--- src/rtl/addsub_pkg.sv ---
// Shared constants and state encoding for the multi-cycle add/subtract unit.
package addsub_pkg;

    localparam logic OP_ADD = 1'b0;
    localparam logic OP_SUB = 1'b1;

    typedef enum logic [1:0] {
        IDLE = 2'd0,
        BUSY = 2'd1,
        DONE = 2'd2
    } state_t;

endpackage

--- src/rtl/addsub_chunk.sv ---
// Combinational W-bit adder slice; also exposes the carry into its top bit
// so the caller can form signed overflow on the most significant slice.
module addsub_chunk #(
    parameter int W = 4
) (
    input  logic [W-1:0] x,
    input  logic [W-1:0] y,
    input  logic         ci,
    output logic [W-1:0] s,
    output logic         co,
    output logic         c_msb_in
);

    logic [W:0] w_sum;

    assign w_sum    = {1'b0, x} + {1'b0, y} + {{W{1'b0}}, ci};
    assign s        = w_sum[W-1:0];
    assign co       = w_sum[W];
    // sum bit = x ^ y ^ carry_in, so the carry into the top bit falls out directly
    assign c_msb_in = x[W-1] ^ y[W-1] ^ w_sum[W-1];

endmodule

--- src/rtl/addsub_multicycle.sv ---
// Multi-cycle adder/subtractor: the carry chain is walked CHUNK bits per
// cycle, LSB chunk first, with a valid/ready handshake on both sides.
//
// state | meaning
// IDLE  | waiting for an operation, in_ready high
// BUSY  | one chunk of the carry chain per cycle
// DONE  | result and flags presented, held until out_ready
module addsub_multicycle
    import addsub_pkg::*;
#(
    parameter int WIDTH = 8,
    parameter int CHUNK = 4
) (
    input  logic             clk,
    input  logic             rst,
    input  logic             in_valid,
    output logic             in_ready,
    input  logic [WIDTH-1:0] a,
    input  logic [WIDTH-1:0] b,
    input  logic             op,
    input  logic             use_cin,
    input  logic             cin,
    output logic             out_valid,
    input  logic             out_ready,
    output logic [WIDTH-1:0] result,
    output logic             cout,
    output logic             ovf,
    output logic             zero,
    output logic             neg
);

    localparam int NCHUNK = WIDTH / ((CHUNK < 1) ? 1 : CHUNK);
    localparam int CNT_W  = (NCHUNK > 1) ? $clog2(NCHUNK) : 1;
    localparam logic [CNT_W-1:0] LAST_CNT = CNT_W'(NCHUNK - 1);

    if ((CHUNK < 1) || ((WIDTH % CHUNK) != 0)) begin : g_param_check
        $error("addsub_multicycle: CHUNK must be >= 1 and divide WIDTH");
    end

    state_t            r_state;
    state_t            w_state_next;
    logic [WIDTH-1:0]  r_a;
    logic [WIDTH-1:0]  r_b;
    logic [WIDTH-1:0]  r_result;
    logic [WIDTH-1:0]  w_result_next;
    logic              r_carry;
    logic [CNT_W-1:0]  r_cnt;
    logic              r_cout;
    logic              r_ovf;
    logic              r_zero;
    logic              r_neg;
    logic [CHUNK-1:0]  w_x;
    logic [CHUNK-1:0]  w_y;
    logic [CHUNK-1:0]  w_s;
    logic              w_co;
    logic              w_c_msb_in;
    logic              w_last;
    logic              w_accept;
    int                w_base;

    assign w_base   = int'(r_cnt) * CHUNK;
    assign w_x      = r_a[w_base +: CHUNK];
    assign w_y      = r_b[w_base +: CHUNK];
    assign w_last   = (r_cnt == LAST_CNT);
    assign w_accept = in_valid && (r_state == IDLE);

    addsub_chunk #(.W(CHUNK)) u_chunk (
        .x        (w_x),
        .y        (w_y),
        .ci       (r_carry),
        .s        (w_s),
        .co       (w_co),
        .c_msb_in (w_c_msb_in)
    );

    // result with the current chunk merged in; on the last chunk this is the final value
    always_comb begin
        w_result_next = r_result;
        w_result_next[w_base +: CHUNK] = w_s;
    end

    // state register
    always_ff @(posedge clk) begin
        if (rst) begin
            r_state <= IDLE;
        end else begin
            r_state <= w_state_next;
        end
    end

    // next-state and handshake outputs
    always_comb begin
        w_state_next = r_state;
        in_ready     = 1'b0;
        out_valid    = 1'b0;
        case (r_state)
            IDLE: begin
                in_ready = 1'b1;
                if (in_valid) w_state_next = BUSY;
            end
            BUSY: begin
                if (w_last) w_state_next = DONE;
            end
            DONE: begin
                out_valid = 1'b1;
                if (out_ready) w_state_next = IDLE;
            end
            default: w_state_next = IDLE;
        endcase
    end

    // operand capture on accept, then one chunk per BUSY cycle; flags land with the MSB chunk
    always_ff @(posedge clk) begin
        if (rst) begin
            r_a      <= '0;
            r_b      <= '0;
            r_result <= '0;
            r_carry  <= 1'b0;
            r_cnt    <= '0;
            r_cout   <= 1'b0;
            r_ovf    <= 1'b0;
            r_zero   <= 1'b0;
            r_neg    <= 1'b0;
        end else if (w_accept) begin
            r_a     <= a;
            r_b     <= (op == OP_SUB) ? ~b : b;
            r_carry <= use_cin ? cin : (op == OP_SUB);
            r_cnt   <= '0;
        end else if (r_state == BUSY) begin
            r_result <= w_result_next;
            r_carry  <= w_co;
            if (w_last) begin
                r_cout <= w_co;
                r_ovf  <= w_c_msb_in ^ w_co;
                r_zero <= (w_result_next == '0);
                r_neg  <= w_result_next[WIDTH-1];
            end else begin
                r_cnt <= r_cnt + CNT_W'(1);
            end
        end
    end

    assign result = r_result;
    assign cout   = r_cout;
    assign ovf    = r_ovf;
    assign zero   = r_zero;
    assign neg    = r_neg;

endmodule

--- config.mk ---
export PLATFORM = sky130hd
export DESIGN_NAME = addsub_multicycle
export DESIGN_NICKNAME = d
export VERILOG_FILES = /design/src/rtl/addsub_pkg.sv /design/src/rtl/addsub_chunk.sv /design/src/rtl/addsub_multicycle.sv
export SDC_FILE = /design/constraint.sdc
export NUM_CORES = 1
export LEC_CHECK = 0
export ABC_CLOCK_PERIOD_IN_PS = 4150
export BUFFER_PORTS_ARGS = -buffer_cell sky130_fd_sc_hd__buf_2
export CORE_ASPECT_RATIO = 1.5
export CORE_UTILIZATION = 47
export DETAILED_ROUTE_END_ITERATION = 8
export MAX_ROUTING_LAYER = met4
export PLACE_DENSITY = 0.72
export SETUP_SLACK_MARGIN = 0.4
export SLEW_MARGIN = 5
export SYNTH_ARGS = -nofsm -noshare
export SYNTH_HDL_FRONTEND = slang
export SYNTH_SLANG_ARGS = --single-unit
--- constraint.sdc ---
create_clock -name clk -period 4.15 [get_ports clk]
set_input_delay 0.2075 -clock clk [delete_from_list [all_inputs] [get_ports clk]]
set_output_delay 0.2075 -clock clk [all_outputs]
set_load 0.05 [all_outputs]
# --- Yosys cells after proc, flatten, opt, wreduce, memory -nomap -nowiden ---
# Index checks and enable logic that the tools add are counted.
classes:
  reduce_logical: 8
  n_shift: 4
  n_mux: 12
  eq_ne: 5
  bitwise_logic: 5
  n_addsub: 4
ops:
  columns: ["operator", "n"]
  rows:
  - ["negation 3 -> 33 bit", 1]
  - ["variable shift 4 x 33 -> 8 bit, first input constant", 1]
  - ["variable part select 4 x 33 -> 8 bit", 1]
  - ["variable part select 8 x 4 -> 4 bit", 2]
  - ["bitwise mux 8 bit", 1]
  - ["zero test 8 bit", 1]
  - ["two-way mux 8 bit", 1]
  - ["NOT 8 bit", 1]
  - ["two-way mux 1 bit", 6]
  - ["two-way mux 2 bit", 3]
  - ["!= test 2 bit, second input constant", 3]
  - ["case mux 2 bit (3 select lines)", 1]
  - ["AND reduction 3 bit", 2]
  - ["adder 4 x 4 -> 5 bit", 1]
  - ["adder 5 x 1 -> 5 bit", 1]
  - ["bitwise XOR 1 bit", 3]
  - ["equality test 2 x 1 -> 1 bit, second input constant", 1]
  - ["equality test 2 bit, second input constant", 1]
  - ["zero test 2 bit", 1]
  - ["AND reduction 2 bit", 1]
  - ["nonzero test 2 bit", 1]
  - ["OR reduction 2 bit", 1]
  - ["adder 1 bit, second input constant", 1]
  - ["logical AND 1 bit", 1]
  - ["NOT 1 bit", 1]
word_totals:
  word_cells: 48
  ff_bits: 32
  output_inout_bits: 14

# --- Depth between registers and ports, before layout ---
depth:
  ltp_word: 6
  ltp_mapped: 9
  depth_no_buf: 8

# --- By module ---
# A second synthesis with hierarchy kept.
unflattened:
  cells_unflattened: 173
  area_unflattened_um2: 1521.5
by_module_without_submodules:
  columns: ["mod", "area_each_um2", "seq_area_each_um2", "instances", "cells_each"]
  rows:
  - ["addsub_multicycle", 1380.1, 640.6, 1, 156]
  - ["addsub_chunk", 141.4, 0.0, 1, 17]

# --- Worst setup path after synthesis ---
# OpenSTA, ideal clock, no wires.
synth_path:
  kind: "register to register"
  start: "reg r_cnt"
  end: "reg r_carry"
  path_buffers: 1
  setup_time_ps: 119
  stages_incl_launch_ff: 10
  t_arrival_ps: 2192
  path_slack_ps: 1840
  path_cell_list: "dfxtp_1 > buf_4 > mux2i_1 > fa_1 > inv_1 > fa_1 > a21o_1 > a21oi_1 > a22oi_1 > o221a_2"
synth_via:
  elab_chain_cells: 5
  elab_cells_between_ends: 6
  classes_between: "add/sub (2); shift (2); mux (2)"
synth_lines:
  columns: ["item", "line_no", "text"]
  rows:
  - ["start: declaration", "addsub_multicycle.sv:47", "logic [CNT_W-1:0] r_cnt;"]
  - ["start signal: assignment", "addsub_multicycle.sv:138", "r_cnt <= r_cnt + CNT_W'(1);"]
  - ["variable part select 8 x 4 -> 4 bit, on equally long branches", "addsub_multicycle.sv:62, addsub_multicycle.sv:63", null]
  - ["adder 4 x 4 -> 5 bit (*)", "addsub_chunk.sv:16", "assign w_sum = {1'b0, x} + {1'b0, y} + {{W{1'b0}}, ci};"]
  - ["adder 5 x 1 -> 5 bit (*)", "addsub_chunk.sv:16", null]
  - ["two-way mux 1 bit (*)", "addsub_multicycle.sv:129", "end else if (r_state == BUSY) begin"]
  - ["two-way mux 1 bit (*)", "addsub_multicycle.sv:124", "end else if (w_accept) begin"]
  - ["end signal: assignment", "addsub_multicycle.sv:127", "r_carry <= use_cin ? cin : (op == OP_SUB);"]
  - ["end signal: assignment", "addsub_multicycle.sv:131", "r_carry <= w_co;"]
  - ["end: declaration", "addsub_multicycle.sv:46", "logic r_carry;"]
# Every way passes the cells marked *; elsewhere a longest branch is shown, timed or not. The select of a mux whose other input is x is not followed.
# A chain may end at the register's enable or synchronous reset.

# --- Worst setup path after layout ---
# Same ends and word-level chain as after synthesis.

==> qor.txt <==
I/O pin total -> 37
Clock Path Buffers -> 2
first-pass GRT wire length -> 5.154 mm
P&R area growth vs syn -> 17.28%
M1 GR Usage -> 19.44%
fillcell total -> 290
global placer's final weighted congestion -> 0.7050
clock root cell -> clkbuf_8
ant diodes -> 0
M3 GR Usage -> 5.732%
asr flop ratio synth -> 0%
number of global-route vias before repair -> 1224
cts bufs inserted -> 5
Final Max Tran Viols -> 0
most common cell after layout, fill and taps aside -> buf_2
Synth Flop Type -> dfxtp_1
drt drc -> 0
synth unique cells -> 38
syn_area_per_cell -> 9.315 um^2
grt ovf -> 0
CP Max Fanout -> 12
post-route cell area -> 1792 um^2
initial drt markers -> 21
Synth Register Bits -> 32
Port Buf Inserts -> 36
final WL -> 3.063 mm
Die W -> 48.55 um
CTS Hold Buffers Added -> 0
routed vias -> 1209
most frequent cells in the layout -> buf_2 (36), dfxtp_1 (32), nor2_1 (22), nand2_1 (21), a21oi_1 (13)
Pleak -> 0.0007688 uW
die area -> 3487 um^2
Final Critical Period -> 2.664 ns
most heavily used metal layer in global routing -> met2
RSZ-0062 raised after global routing -> false
mean routed wirelength per cell -> 12.87 um
status -> complete, no violations
clock sink total -> 32
Req. time, crit path -> 4.33 ns
hpwl dp -> 2.288 mm
Die Y -> 71.83 um
sequential area share after synthesis -> 41.93%
Synth Cell Area -> 1528 um^2
top-area cell type share of the netlist area -> 41.93%
Max Freq -> 375.4 MHz
Crit Path Category -> reg -> reg
Warnings, synthesis -> 0
H-Tree Depth -> 2
EDFF count, synth -> 0
Worst slew margin -> 59.30%
number of gates resized after cts -> 0
CP endpoint kind -> register
initial core utilization -> 48.84%
Slew @ Worst Pin -> 0.6105 ns
Clock Latency Late Sink -> 0.29 ns
pwr/cell area -> 424.3 nW/um^2
post-DR vias/cell -> 5.080
Core Box Area -> 3128 um^2
Max stage delay on crit path -> 0.62 ns
clk slew on worst S/H paths -> 0.07 ns
CP dominant cell by count -> fa_1
Startpoint Class -> register
Post-Route Skew -> 0.007541 ns
setup TNS -> 0 ns
Yosys top cell by area -> dfxtp_1
Routed Antenna Nets -> 0
Post-Place Cell Area -> 1694 um^2
nets@finish -> 225
slowest CP cell -> dfxtp_1
largest cells by area after synthesis -> dfxtp_1 (42%), nor2_1 (5.4%), nand2_1 (5.2%), xnor2_1 (5.2%), mux2_2 (4.4%)
Final Cycle Share -> 64.19%
CTS tree -> yes
FP Rows -> 25
WHS -> 0.1502 ns
share of cells above drive strength 1 -> 31.31%
# Post-CTS Setup Buffers -> 0
Max Cap Violations -> 0
setup violators final -> 0
largest net degree at the start of global routing -> 32
Peak VDD IR -> 0.0002280 V
Final Hold Vio Count -> 0
GRT Util Overall -> 20.40%
met2 Track Usage GR -> 36.62%
CP Cell Sequence -> mux2i_1 -> fa_1 -> inv_1 -> fa_1 -> a21o_1 -> a21oi_1 -> a22oi_1 -> o221a_2
class of the worst hold path -> in -> reg
Synth Instances -> 164
total power -> 760.2 uW
initial antenna violation count -> 0
Mapped Nets -> 192
First-pass DRT Iterations -> 4
critical path data arrival time -> 2.84 ns
-- layer usage --
layer	routed length, um	up-vias
met5	0	-
li1	-	630
met2	1663	35
met4	59	0
met3	136	6
met1	1203	538
-- state kept, by name (all words and copies together) (netlist names), 2 cells and up --
| register | count |
|---|---|
| r_a | 8 |
| r_b | 8 |
| r_state | 2 |
| result | 8 |
-- synthesized netlist by cell type (2+ instances only) --
library cell / n
a211oi_1: 8
a211oi_2: 4
a21oi_1: 13
and2b_1: 3
buf_2: 2
buf_4: 2
buf_6: 2
clkbuf_1: 2
dfxtp_1: 32
fa_1: 2
ha_1: 3
inv_1: 3
mux2_2: 6
mux2i_1: 5
nand2_1: 21
nand2b_1: 2
nand3_1: 2
nor2_1: 22
o31ai_1: 2
xnor2_1: 9
xor2_1: 2
-- per-stage QoR --
| stage | instances | setup slack [ns] | util, % |
|---|---|---|---|
| final | 238 | 1.486 | 57.28 |
| after global routing | 238 | 1.284 | 57.28 |
| after CTS | 238 | 1.451 | 57.28 |
| after detailed placement | 230 | 1.465 | 54.16 |
| after global placement | 230 | 1.610 | 54.16 |
| after floorplan | 164 | 1.840 | - |
-- logic make-up after synthesis --
| kind of cell | Yosys count | share of synthesized area, % |
|---|---|---|
| flip-flops | 32 | 41.93 |
| multiplexers | 11 | 7.698 |
| AND/OR/NAND/NOR | 59 | 18.18 |
| XOR/XNOR | 11 | 6.307 |
| buffers and inverters | 13 | 4.913 |
| adder cells (fa/ha/maj) | 5 | 5.078 |
| AO/OA/AOI/OAI | 33 | 15.89 |
-- worst max-delay path, delay by kind of cell (launching register included) --
family          cells  cell delay, ns
mux                 1            0.32
compound gates      4            0.88
fa+ha+maj           2            0.65
flops               1            0.62
buf+inv             1            0.07
-- area by class of cell --
| cell class | instances | area, um^2 | area share (%) |
|---|---|---|---|
| Multi-Input combinational cell | 119 | 812.0 | 45.32 |
| Tap cell | 40 | 50.05 | 2.793 |
| Sequential cell | 32 | 640.6 | 35.75 |
| Timing Repair Buffer | 36 | 180.2 | 10.06 |
| Clock inverter | 2 | 15.01 | 0.8380 |
| Inverter | 3 | 11.26 | 0.6285 |
| Clock buffer | 6 | 82.58 | 4.609 |
-- where the power goes --
group          switching, uW  internal, uW
combinational           99.7          63.3
clock                    117           134
sequential              16.7           329
total                    234           527
-- path summary, 6_finish.rpt --
path / endpoint / slack, ns / start / cells past startpoint
max reg2reg: r_carry / 1.49 / r_cnt / 8
min reg2reg: result[5] / 0.46 / result[5] / 2
max: r_carry / 1.49 / r_cnt / 8
min: r_a[5] / 0.15 / a[5] / 3
(Power assumes the default switching activity.)
